===== src/rtl/draw_sched_pkg.sv =====
// Shared types and constants for the VGA plot-port scheduler.
package draw_sched_pkg;

    localparam int unsigned SCREEN_W = 160;
    localparam int unsigned SCREEN_H = 120;
    localparam int unsigned X_W      = 8;
    localparam int unsigned Y_W      = 7;
    localparam int unsigned SZ_W     = 3;
    localparam int unsigned COL_W    = 3;

    localparam logic [COL_W-1:0] BLACK = 3'b000;
    localparam logic [COL_W-1:0] WHITE = 3'b111;

    typedef enum logic [1:0] {
        IDLE,
        ERASE,
        DRAW,
        CLEAR
    } state_t;

endpackage


===== src/rtl/rr_arbiter.sv =====
// Round-robin arbiter: search starts at the index after the last winner.
module rr_arbiter #(
    parameter int unsigned N_REQ = 4,
    parameter int unsigned IDX_W = 2
) (
    input  logic             clk,
    input  logic             resetn,
    input  logic [N_REQ-1:0] i_req,
    input  logic             i_adv,
    output logic [N_REQ-1:0] o_gnt_c,
    output logic [IDX_W-1:0] o_idx_c,
    output logic             o_vld_c
);

    logic [IDX_W-1:0] r_ptr;

    always_comb begin
        int j;
        j       = 0;
        o_gnt_c = '0;
        o_idx_c = '0;
        o_vld_c = 1'b0;
        for (int k = 0; k < int'(N_REQ); k++) begin
            j = (int'(r_ptr) + k) % int'(N_REQ);
            if (!o_vld_c && i_req[IDX_W'(j)]) begin
                o_vld_c              = 1'b1;
                o_idx_c              = IDX_W'(j);
                o_gnt_c[IDX_W'(j)]   = 1'b1;
            end
        end
    end

    always_ff @(posedge clk or negedge resetn) begin
        if (!resetn) begin
            r_ptr <= '0;
        end else if (i_adv && o_vld_c) begin
            r_ptr <= (o_idx_c == IDX_W'(N_REQ - 1)) ? '0 : IDX_W'(o_idx_c + 1'b1);
        end
    end

endmodule


===== src/rtl/draw_scheduler.sv =====
// Shares the VGA plot port among sprite controllers: erase old square, draw new one.
// Optional full-screen clear is built when DRAW_SCHED_CLEAR_EN is defined.
module draw_scheduler
    import draw_sched_pkg::*;
#(
    parameter int unsigned      N_REQ     = 4,
    parameter logic [COL_W-1:0] BG_COLOUR = BLACK
) (
    input  logic                   clk,
    input  logic                   resetn,
    input  logic [N_REQ-1:0]       req_move,
    input  logic [X_W*N_REQ-1:0]   obj_x,
    input  logic [Y_W*N_REQ-1:0]   obj_y,
    input  logic [SZ_W*N_REQ-1:0]  obj_w,
    input  logic [COL_W*N_REQ-1:0] obj_colour,
    input  logic                   clear_req,
    output logic [X_W-1:0]         vga_x,
    output logic [Y_W-1:0]         vga_y,
    output logic [COL_W-1:0]       vga_colour,
    output logic                   vga_plot,
    output logic [N_REQ-1:0]       grant,
    output logic                   busy,
    output logic                   clear_done
);

    localparam int unsigned IDX_W = (N_REQ > 1) ? $clog2(N_REQ) : 1;

    state_t             r_state;
    logic [N_REQ-1:0]   r_pend;
    logic [X_W-1:0]     r_sh_x [N_REQ];
    logic [Y_W-1:0]     r_sh_y [N_REQ];
    logic [SZ_W-1:0]    r_sh_w [N_REQ];
    logic [IDX_W-1:0]   r_gidx;
    logic [X_W-1:0]     r_nx, r_ex;
    logic [Y_W-1:0]     r_ny, r_ey;
    logic [SZ_W-1:0]    r_nw, r_ew, r_dx, r_dy;
    logic [COL_W-1:0]   r_ncol;

    logic [X_W-1:0]     w_ox [N_REQ];
    logic [Y_W-1:0]     w_oy [N_REQ];
    logic [SZ_W-1:0]    w_ow [N_REQ];
    logic [COL_W-1:0]   w_oc [N_REQ];
    logic [N_REQ-1:0]   w_gnt;
    logic [IDX_W-1:0]   w_idx;
    logic               w_vld, w_take, w_clr_first, w_last, w_fin, w_emit, w_plot;
    logic [SZ_W-1:0]    w_cur_w, w_wm1, w_step_dx, w_step_dy, w_ndx, w_ndy;
    logic [X_W-1:0]     w_bx;
    logic [Y_W-1:0]     w_by;
    logic [COL_W-1:0]   w_col;
    logic [X_W:0]       w_px_x;
    logic [Y_W:0]       w_px_y;

    always_comb begin
        for (int i = 0; i < int'(N_REQ); i++) begin
            w_ox[i] = obj_x[X_W*i +: X_W];
            w_oy[i] = obj_y[Y_W*i +: Y_W];
            w_ow[i] = obj_w[SZ_W*i +: SZ_W];
            w_oc[i] = obj_colour[COL_W*i +: COL_W];
        end
    end

    rr_arbiter #(
        .N_REQ (N_REQ),
        .IDX_W (IDX_W)
    ) u_arb (
        .clk     (clk),
        .resetn  (resetn),
        .i_req   (r_pend),
        .i_adv   (w_take),
        .o_gnt_c (w_gnt),
        .o_idx_c (w_idx),
        .o_vld_c (w_vld)
    );

    assign w_take    = (r_state == IDLE) && w_vld && !w_clr_first;
    assign w_cur_w   = (r_state == ERASE) ? r_ew : r_nw;
    assign w_wm1     = w_cur_w - 3'd1;
    assign w_last    = (r_dx == w_wm1) && (r_dy == w_wm1);
    assign w_step_dx = (r_dx == w_wm1) ? '0 : r_dx + 3'd1;
    assign w_step_dy = (r_dx == w_wm1) ? r_dy + 3'd1 : r_dy;
    assign w_fin     = w_last && (((r_state == ERASE) && (r_nw == '0)) || (r_state == DRAW));

    // Selects the pixel to present on the plot port in the next cycle.
    always_comb begin
        w_emit = 1'b0;
        w_bx   = '0;
        w_by   = '0;
        w_ndx  = '0;
        w_ndy  = '0;
        w_col  = BG_COLOUR;
        case (r_state)
            IDLE: if (w_take) begin
                if (r_sh_w[w_idx] != '0) begin
                    w_emit = 1'b1;
                    w_bx   = r_sh_x[w_idx];
                    w_by   = r_sh_y[w_idx];
                end else if (w_ow[w_idx] != '0) begin
                    w_emit = 1'b1;
                    w_bx   = w_ox[w_idx];
                    w_by   = w_oy[w_idx];
                    w_col  = w_oc[w_idx];
                end
            end
            ERASE: if (!w_last) begin
                w_emit = 1'b1;
                w_bx   = r_ex;
                w_by   = r_ey;
                w_ndx  = w_step_dx;
                w_ndy  = w_step_dy;
            end else if (r_nw != '0) begin
                w_emit = 1'b1;
                w_bx   = r_nx;
                w_by   = r_ny;
                w_col  = r_ncol;
            end
            DRAW: if (!w_last) begin
                w_emit = 1'b1;
                w_bx   = r_nx;
                w_by   = r_ny;
                w_col  = r_ncol;
                w_ndx  = w_step_dx;
                w_ndy  = w_step_dy;
            end
            default: ;
        endcase
    end

    // Widened sums so off-screen pixels never wrap back onto the screen.
    assign w_px_x = (X_W+1)'(w_bx) + (X_W+1)'(w_ndx);
    assign w_px_y = (Y_W+1)'(w_by) + (Y_W+1)'(w_ndy);
    assign w_plot = w_emit && (w_px_x < (X_W+1)'(SCREEN_W)) && (w_px_y < (Y_W+1)'(SCREEN_H));

`ifdef DRAW_SCHED_CLEAR_EN
    logic           r_clr_pend, r_clear_done;
    logic [X_W-1:0] r_cx, w_cx_nxt;
    logic [Y_W-1:0] r_cy, w_cy_nxt;
    logic           w_clr_last;

    assign w_clr_first = r_clr_pend;
    assign clear_done  = r_clear_done;
    assign w_cx_nxt    = (r_cx == X_W'(SCREEN_W - 1)) ? '0 : r_cx + 1'b1;
    assign w_cy_nxt    = (r_cx == X_W'(SCREEN_W - 1)) ? r_cy + 1'b1 : r_cy;
    assign w_clr_last  = (r_state == CLEAR) && (r_cx == X_W'(SCREEN_W - 1))
                         && (r_cy == Y_W'(SCREEN_H - 1));

    always_ff @(posedge clk or negedge resetn) begin
        if (!resetn) begin
            r_clr_pend   <= 1'b0;
            r_clear_done <= 1'b0;
            r_cx         <= '0;
            r_cy         <= '0;
        end else begin
            r_clr_pend   <= (r_clr_pend && (r_state != IDLE)) || clear_req;
            r_clear_done <= w_clr_last;
            if (r_state == IDLE) begin
                r_cx <= '0;
                r_cy <= '0;
            end else if (r_state == CLEAR) begin
                r_cx <= w_cx_nxt;
                r_cy <= w_cy_nxt;
            end
        end
    end
`else
    logic w_unused_clear;
    assign w_unused_clear = clear_req;
    assign w_clr_first    = 1'b0;
    assign clear_done     = 1'b0;
`endif

    always_ff @(posedge clk or negedge resetn) begin
        if (!resetn) begin
            r_state    <= IDLE;
            r_pend     <= '0;
            r_gidx     <= '0;
            r_nx       <= '0;
            r_ny       <= '0;
            r_nw       <= '0;
            r_ncol     <= '0;
            r_ex       <= '0;
            r_ey       <= '0;
            r_ew       <= '0;
            r_dx       <= '0;
            r_dy       <= '0;
            for (int i = 0; i < int'(N_REQ); i++) begin
                r_sh_x[i] <= '0;
                r_sh_y[i] <= '0;
                r_sh_w[i] <= '0;
            end
            vga_x      <= '0;
            vga_y      <= '0;
            vga_colour <= '0;
            vga_plot   <= 1'b0;
            grant      <= '0;
            busy       <= 1'b0;
        end else begin
            r_pend     <= (r_pend & ~({N_REQ{w_take}} & w_gnt)) | req_move;
            r_dx       <= w_ndx;
            r_dy       <= w_ndy;
            vga_x      <= w_px_x[X_W-1:0];
            vga_y      <= w_px_y[Y_W-1:0];
            vga_colour <= w_col;
            vga_plot   <= w_plot;
            if (w_fin) begin
                r_sh_x[r_gidx] <= r_nx;
                r_sh_y[r_gidx] <= r_ny;
                r_sh_w[r_gidx] <= r_nw;
                r_state        <= IDLE;
                grant          <= '0;
                busy           <= 1'b0;
            end
            case (r_state)
                IDLE: begin
`ifdef DRAW_SCHED_CLEAR_EN
                    if (r_clr_pend) begin
                        r_state    <= CLEAR;
                        busy       <= 1'b1;
                        vga_x      <= '0;
                        vga_y      <= '0;
                        vga_colour <= BG_COLOUR;
                        vga_plot   <= 1'b1;
                    end else
`endif
                    if (w_take) begin
                        r_gidx <= w_idx;
                        r_nx   <= w_ox[w_idx];
                        r_ny   <= w_oy[w_idx];
                        r_nw   <= w_ow[w_idx];
                        r_ncol <= w_oc[w_idx];
                        r_ex   <= r_sh_x[w_idx];
                        r_ey   <= r_sh_y[w_idx];
                        r_ew   <= r_sh_w[w_idx];
                        if (w_emit) begin
                            r_state <= (r_sh_w[w_idx] != '0) ? ERASE : DRAW;
                            grant   <= w_gnt;
                            busy    <= 1'b1;
                        end else begin
                            // Nothing to erase or draw: just record the new position.
                            r_sh_x[w_idx] <= w_ox[w_idx];
                            r_sh_y[w_idx] <= w_oy[w_idx];
                            r_sh_w[w_idx] <= w_ow[w_idx];
                        end
                    end
                end
                ERASE: if (w_last && (r_nw != '0)) r_state <= DRAW;
                DRAW: ;
`ifdef DRAW_SCHED_CLEAR_EN
                CLEAR: begin
                    if (w_clr_last) begin
                        r_state <= IDLE;
                        busy    <= 1'b0;
                        for (int i = 0; i < int'(N_REQ); i++) r_sh_w[i] <= '0;
                    end else begin
                        vga_x      <= w_cx_nxt;
                        vga_y      <= w_cy_nxt;
                        vga_colour <= BG_COLOUR;
                        vga_plot   <= 1'b1;
                    end
                end
`endif
                default: r_state <= IDLE;
            endcase
        end
    end

endmodule


===== config.mk =====
export PLATFORM = sky130hd
export DESIGN_NAME = draw_scheduler
export DESIGN_NICKNAME = d
export VERILOG_FILES = /design/src/rtl/draw_sched_pkg.sv /design/src/rtl/rr_arbiter.sv /design/src/rtl/draw_scheduler.sv
export SDC_FILE = /design/constraint.sdc
export NUM_CORES = 1
export LEC_CHECK = 0
export ABC_CLOCK_PERIOD_IN_PS = 7600
export CORE_MARGIN = 5
export CORE_UTILIZATION = 55
export CTS_BUF_LIST = sky130_fd_sc_hd__clkbuf_4 sky130_fd_sc_hd__clkbuf_8 sky130_fd_sc_hd__clkbuf_16
export DETAILED_ROUTE_END_ITERATION = 12
export DONT_BUFFER_PORTS = 1
export GPL_TIMING_DRIVEN = 1
export HOLD_SLACK_MARGIN = 0.05
export PLACE_DENSITY = 0.7
export SYNTH_ARGS = -nofsm -noshare
export SYNTH_HDL_FRONTEND = slang
export SYNTH_SLANG_ARGS = --single-unit

===== constraint.sdc =====
create_clock -name clk -period 7.6 [get_ports clk]
set_input_delay 0.76 -clock clk [delete_from_list [all_inputs] [get_ports clk]]
set_output_delay 0.76 -clock clk [all_outputs]
set_load 0.05 [all_outputs]

# After elaboration in Yosys (flattened, before gate mapping)
# Index checks and enable logic that the tools add are counted.
dict set report totals {
  regBits 151
  elab_cells 229
  output_inout_bits 25
  in_bits 91
}
dict set report classes {
  n_reduce_logical 28
  n_bitwise 9
  order_cmp 14
  n_addsub 9
  n_mux 133
  n_eq_ne 5
}
# operator count
set op_table {}
lappend op_table {{32-bit 2-to-1 mux} 4}
lappend op_table {{28-bit 2-to-1 mux} 4}
lappend op_table {{8-bit 2-to-1 mux} 12}
lappend op_table {{7-bit 2-to-1 mux} 12}
lappend op_table {{32-bit bitwise mux} 2}
lappend op_table {{3-bit 2-to-1 mux} 21}
lappend op_table {{28-bit bitwise mux} 2}
lappend op_table {{12-bit 2-to-1 mux} 4}
lappend op_table {{8-bit binary-select mux with 2-bit select} 2}
lappend op_table {{8-bit demux with 2-bit select} 2}
lappend op_table {{4-bit 2-to-1 mux} 8}
lappend op_table {{7-bit binary-select mux with 2-bit select} 2}
lappend op_table {{7-bit demux with 2-bit select} 2}
lappend op_table {{1-bit 2-to-1 mux} 26}
lappend op_table {{12-bit bitwise mux} 2}
lappend op_table {{8-bit one-hot mux with 3 select lines} 1}
lappend op_table {{7-bit one-hot mux with 3 select lines} 1}
lappend op_table {{2-bit 2-to-1 mux} 10}
lappend op_table {{3-bit binary-select mux with 2-bit select} 3}
lappend op_table {{1-bit logical AND} 17}
lappend op_table {{2-bit by 4-bit less-than comparator with 1-bit output (second input constant)} 4}
lappend op_table {{4-bit bitwise OR} 4}
lappend op_table {{3-bit demux with 2-bit select} 2}
lappend op_table {{8-bit by 3-bit adder with 9-bit output} 1}
lappend op_table {{other kinds (28)} 50}

# Depth between registers and ports, before layout
dict set report logic_depth {
  depth_word 26
  depth_mapped 28
  ltp_nobuf 22
}

# Cells and area by module
# From an unflattened synthesis, not the netlist that was laid out.
dict set report hier_totals {
  hier_cells 867
  area_unflattened_um2 8832.2
}
# module cells_per_inst seq_area_each_um2 area_per_inst_um2 instances
set modules_own_cells {}
lappend modules_own_cells {draw_scheduler 798 3728.6 8215.4 1}
lappend modules_own_cells {rr_arbiter 69 50.0 616.8 1}

# Worst setup path after synthesis
# Ideal clock, no wire load.
dict set report synth_timing {
  path_type {reg2reg}
  startpoint {reg u_arb.r_ptr[0]}
  endpoint {reg vga_plot}
  path_stages_with_launch 26
  required_time_ns 7.489
  synth_period_minus_slack_ns 5.538
  arrival_time_ns 5.426
  path_slack_ns 2.062
  setup_ns 0.111
  n_path_buf 6
  path_cell_list {dfrtp_1 > buf_6 > inv_1 > clkbuf_1 > ha_1 > buf_2 > a22oi_1 > a211oi_1 > o32ai_4 > nor2_4 > clkbuf_1 > clkbuf_1 > clkbuf_1 > nand3_1 > nand2_1 > o22ai_1 > a222oi_1 > nor2_1 > ha_1 > inv_1 > fa_1 > inv_1 > a21o_1 > a31oi_1 > o221ai_1 > a2111oi_2}
}
dict set report synth_via {
  elab_chain_cells 26
  elab_cells_between_ends 69
  cone_classes {add/sub (5); order compare (2); mux (50); bitwise (1); reduce/logical (11)}
}
# element line
set synth_rtl {}
lappend synth_rtl {{start, declared} rr_arbiter.sv:15} ;# logic [IDX_W-1:0] r_ptr;
lappend synth_rtl {{start signal, assigned} rr_arbiter.sv:37} ;# r_ptr <= (o_idx_c == IDX_W'(N_REQ - 1)) ? '0 : IDX_W'(o_idx_c + 1'b1);
lappend synth_rtl {{parallel branches: the longest is 25 deep, another holds 2-bit by 1-bit adder with 2-bit output} n/a}
lappend synth_rtl {{1-bit logical AND (*)} draw_scheduler.sv:131} ;# assign w_plot = w_emit && (w_px_x < (X_W+1)'(SCREEN_W)) && (w_px_y < (Y_W+1)'(SCREEN_H));
lappend synth_rtl {{named net w_plot} draw_scheduler.sv:45} ;# logic w_vld, w_take, w_clr_first, w_last, w_fin, w_emit, w_plot;
lappend synth_rtl {{end signal, assigned} draw_scheduler.sv:203} ;# vga_plot <= w_plot;
lappend synth_rtl {{end, declared} draw_scheduler.sv:20} ;# output logic vga_plot,
# Mark *: on every way through the listed nets, which the timed path passes. The select of a mux whose other input is x is not followed.
# A chain may end at the register's enable or synchronous reset.

# Worst setup path in the final report
dict set report layout_timing {
  startpoint {reg u_arb.r_ptr[1]}
  endpoint {reg vga_plot}
}
# Same word-level chain as after synthesis.

==> metrics.txt <==
Reg2Reg Depth 19; Flop pwr share 47.4%; wire length per cell after detailed routing just over 20 µm; CTS tree built; area leader, netlist dfrtp_1; Max FO, Critical Path 20; Clock Power Share 49.6%; via count 8,976; Peak Freq 152 MHz; power per cell area 154 mW/mm²; RR Endpoint vga_plot$_DFF_PN0_; net count after synthesis between 1,000 and 1,500; area growth from synthesis to layout 6.96%; crit-path cells inv_1 -> ha_1 -> mux4_2 -> o21ai_0 -> mux2i_1 -> o211ai_4 -> o32ai_2 -> buf_4 -> o22ai_1 -> a222oi_1 -> nor2_1 -> ha_1 -> inv_1 -> fa_1 -> inv_1 -> a21o_1 -> a31oi_1 -> o221ai_1 -> a2111oi_2; I/O Buffers 0; count leader, synth nand2_1; # clock sinks 151; Starting Density between 50 and 60%; Worst setup SP type flop; max-cap violation count 0; H-tree depth 4; Final ANT Viol Nets 0; final hold slack between 0.2 and 0.3 ns; setup ws final 1.00 ns; cell mode on critical path inv_1; clock-pin slew on the worst setup and hold paths 0.06 ns; Final setup viols 0; pin count of the biggest net entering global routing around 150; clock skew around 0.011 ns; Slowest cell on crit path mux4_2; DP HPWL 18,700 µm; combinational share of power 2.9%; vias in the first global route 8,509; Post-synth ARST share between 90% and 100%; # resized after CTS 0; CP Capture Type flop; Die Y 147 µm; initial antenna violation count 0; Post-synth top cells nand2_1, dfrtp_1, o21ai_0; critical path class reg2reg; LEAKAGE 4.93 nW; IO Count 116; sequential-to-total area share from yosys stat 36.7%; max-slew violations 0; endpoints failing hold 0; grt total ovfl 0; Most used DFF post-synth dfrtp_1; die area between 0.02 and 0.025 mm²; width of the die approximately 150 µm; Syn Std Cell Area 0.0103 mm²; row cnt 50; number of library cell types mapped by synthesis 83; vias per inst 6.37; Final period util 86.8%; Mapped Avg Cell Area 8.55 µm²; Net Sw Power 0.376 mW; first-pass GRT wire length 46,400 µm; WP data arrival 6.91 ns; worst rel slew slack 21.3%; # diodes 0; Sw Share 22.2%; launching point of the worst reg2reg path u_arb.r_ptr[1]$_DFFE_PN0P_; Area contributors post-synth dfrtp_1, nand2_1, mux2_2, o21ai_0, mux2i_1; cells after synthesis between 1,000 and 1,500; Starting DRT DRC Count about 1,000; Root Buffer clkbuf_16; Post-Route WL between 20,000 and 30,000 µm; setup tns final 0 ns; Period minus WS final 6.60 ns; Worst Path Required between 7 and 8 ns; Largest stage delay, worst path slightly below 0.8 ns; Worst Hold Class in2async; maximum root-to-sink buffer count 2; #FFs+latches synth 151; Synth top area share between 30% and 40%; Skew-Pair Late Insertion Delay 0.43 ns; Yosys warnings 0; RD Place Congestion 0.848; Pint 1.32 mW; Pre-antenna DRT Iters 5; worst slack at placement between 1 and 1.5 ns; CTS buffer count 17; area of the core 0.0186 mm²; worst slew pin tran 1.17 ns; Worst R2R Setup Slack 1.00 ns; layout cell share with drive strength beyond 1 14.1%; RSZ-0062 raised after global routing false; Fill cells ~1,600; status completed; Post-synth EDFFs 0; Total GRT Usage 26.8%; DR DRC count 0; Peak VDD IR ~140 µV; # nets final about 1,300
layout make-up:
type,instances,area [µm²],area share [%]
Clock inverter,11,124,1.12
Tap cell,234,293,2.66
Clock buffer,21,462,4.19
Sequential cell,151,3780,34.3
Timing Repair Buffer,23,205,1.86
Inverter,20,80.1,0.726
Multi-Input combinational cell,949,6080,55.2
sequential cells by signal, indices dropped and copies added (netlist names):
name	count
vga_y	7
grant	4
r_ny	7
r_gidx	2
r_ew	3
r_ex	8
r_sh_y	28
r_nx	8
r_ncol	3
r_nw	3
r_sh_w	12
vga_colour	3
vga_x	8
vga_plot	1
u_arb.r_ptr	2
r_pend	4
r_dy	3
r_state	2
r_sh_x	32
r_dx	3
busy	1
r_ey	7
power groups by stage:
| stage | Combinational (mW) | Sequential, mW | Clock (mW) |
|---|---|---|---|
| 2_1_floorplan | 0.0248 | 0.819 | 0 |
| 3_3_place_gp | 0.0323 | 0.819 | 0 |
| 3_5_place_dp | 0.0328 | 0.819 | 0 |
| 4_1_cts | 0.0509 | 0.805 | 0.856 |
| 5_1_grt | 0.0566 | 0.804 | 0.887 |
| 6_report | 0.0499 | 0.805 | 0.842 |
stage by stage:
step                cell area (µm²)  total power, mW  std cells  utilization [%]
floorplan                     10300            0.844       1206                -
global placement              10400            0.852       1376             56.0
detailed placement            10400            0.852       1376             56.0
CTS                           11000             1.71       1409             59.3
global route                  11000             1.75       1409             59.3
finish                        11000             1.70       1409             59.3
critical path, delay by kind of cell (launching register included):
family	cells	cell delay [ns]
fa+ha+maj	3	1.06
flops	1	0.68
mux	2	1.13
simple gates	1	0.10
buf+inv	4	0.77
compound gates	9	2.71
cell usage in the layout (no fill, tap or decap), drive strengths merged, types with 6 or more instances in the layout:
| cell | netlist | routed |
|---|---|---|
| a211oi | 16 | 16 |
| a21o | 10 | 10 |
| a21oi | 55 | 55 |
| a221o | 8 | 8 |
| a222oi | 6 | 6 |
| a22o | 6 | 6 |
| a22oi | 8 | 8 |
| a31oi | 6 | 6 |
| buf | 28 | 23 |
| clkbuf | 58 | 21 |
| dfrtp | 151 | 151 |
| ha | 25 | 25 |
| inv | 19 | 21 |
| mux2 | 75 | 75 |
| mux2i | 41 | 41 |
| nand2 | 265 | 265 |
| nand2b | 13 | 13 |
| nand3 | 64 | 64 |
| nor2 | 58 | 58 |
| nor3 | 15 | 15 |
| o211ai | 10 | 10 |
| o21a | 7 | 7 |
| o21ai | 133 | 133 |
| o221ai | 7 | 7 |
| o22ai | 9 | 9 |
| or3 | 10 | 10 |
| xnor2 | 9 | 9 |
| xor2 | 6 | 6 |
worst max-delay path by stage:
| stage | startpoint | to | slack (ns) | cells after the start |
|---|---|---|---|---|
| floorplan | u_arb.r_ptr[0]$_DFFE_PN0P_ | vga_plot$_DFF_PN0_ | 2.06 | 25 |
| global placement | u_arb.r_ptr[1]$_DFFE_PN0P_ | vga_plot$_DFF_PN0_ | 1.24 | 21 |
| detailed placement | u_arb.r_ptr[1]$_DFFE_PN0P_ | vga_plot$_DFF_PN0_ | 1.08 | 19 |
| CTS | u_arb.r_ptr[1]$_DFFE_PN0P_ | vga_plot$_DFF_PN0_ | 1.06 | 19 |
| global route | u_arb.r_ptr[1]$_DFFE_PN0P_ | vga_plot$_DFF_PN0_ | 0.64 | 21 |
| finish | u_arb.r_ptr[1]$_DFFE_PN0P_ | vga_plot$_DFF_PN0_ | 1.00 | 19 |
cells by family after synthesis:
logic type,count (synthesis),synth area share (%)
and+or+nand+nor,457,19.8
adders and majority gates,27,3.42
buffers and inverters,106,4.48
muxes,120,13.1
other,1,0.0364
DFF,151,36.7
AOI/OAI and AO/OA,329,21.2
xor gates and xnor gates,15,1.27
layer usage:
metal	routed length (µm)	vias up	GRT usage [%]
met5	0	-	0
met1	13000	4338	36.7
li1	-	4246	-
met2	13700	335	43.3
met3	1750	57	4.66
met4	762	0	8.95
timing repair:
| item | CTS | global route |
|---|---|---|
| hold buffers | 1 | 0 |
| hold endpoints to repair | 151 | 0 |
| buffers inserted | 0 | 0 |
Note: power is estimated with default switching activity, not from simulation.
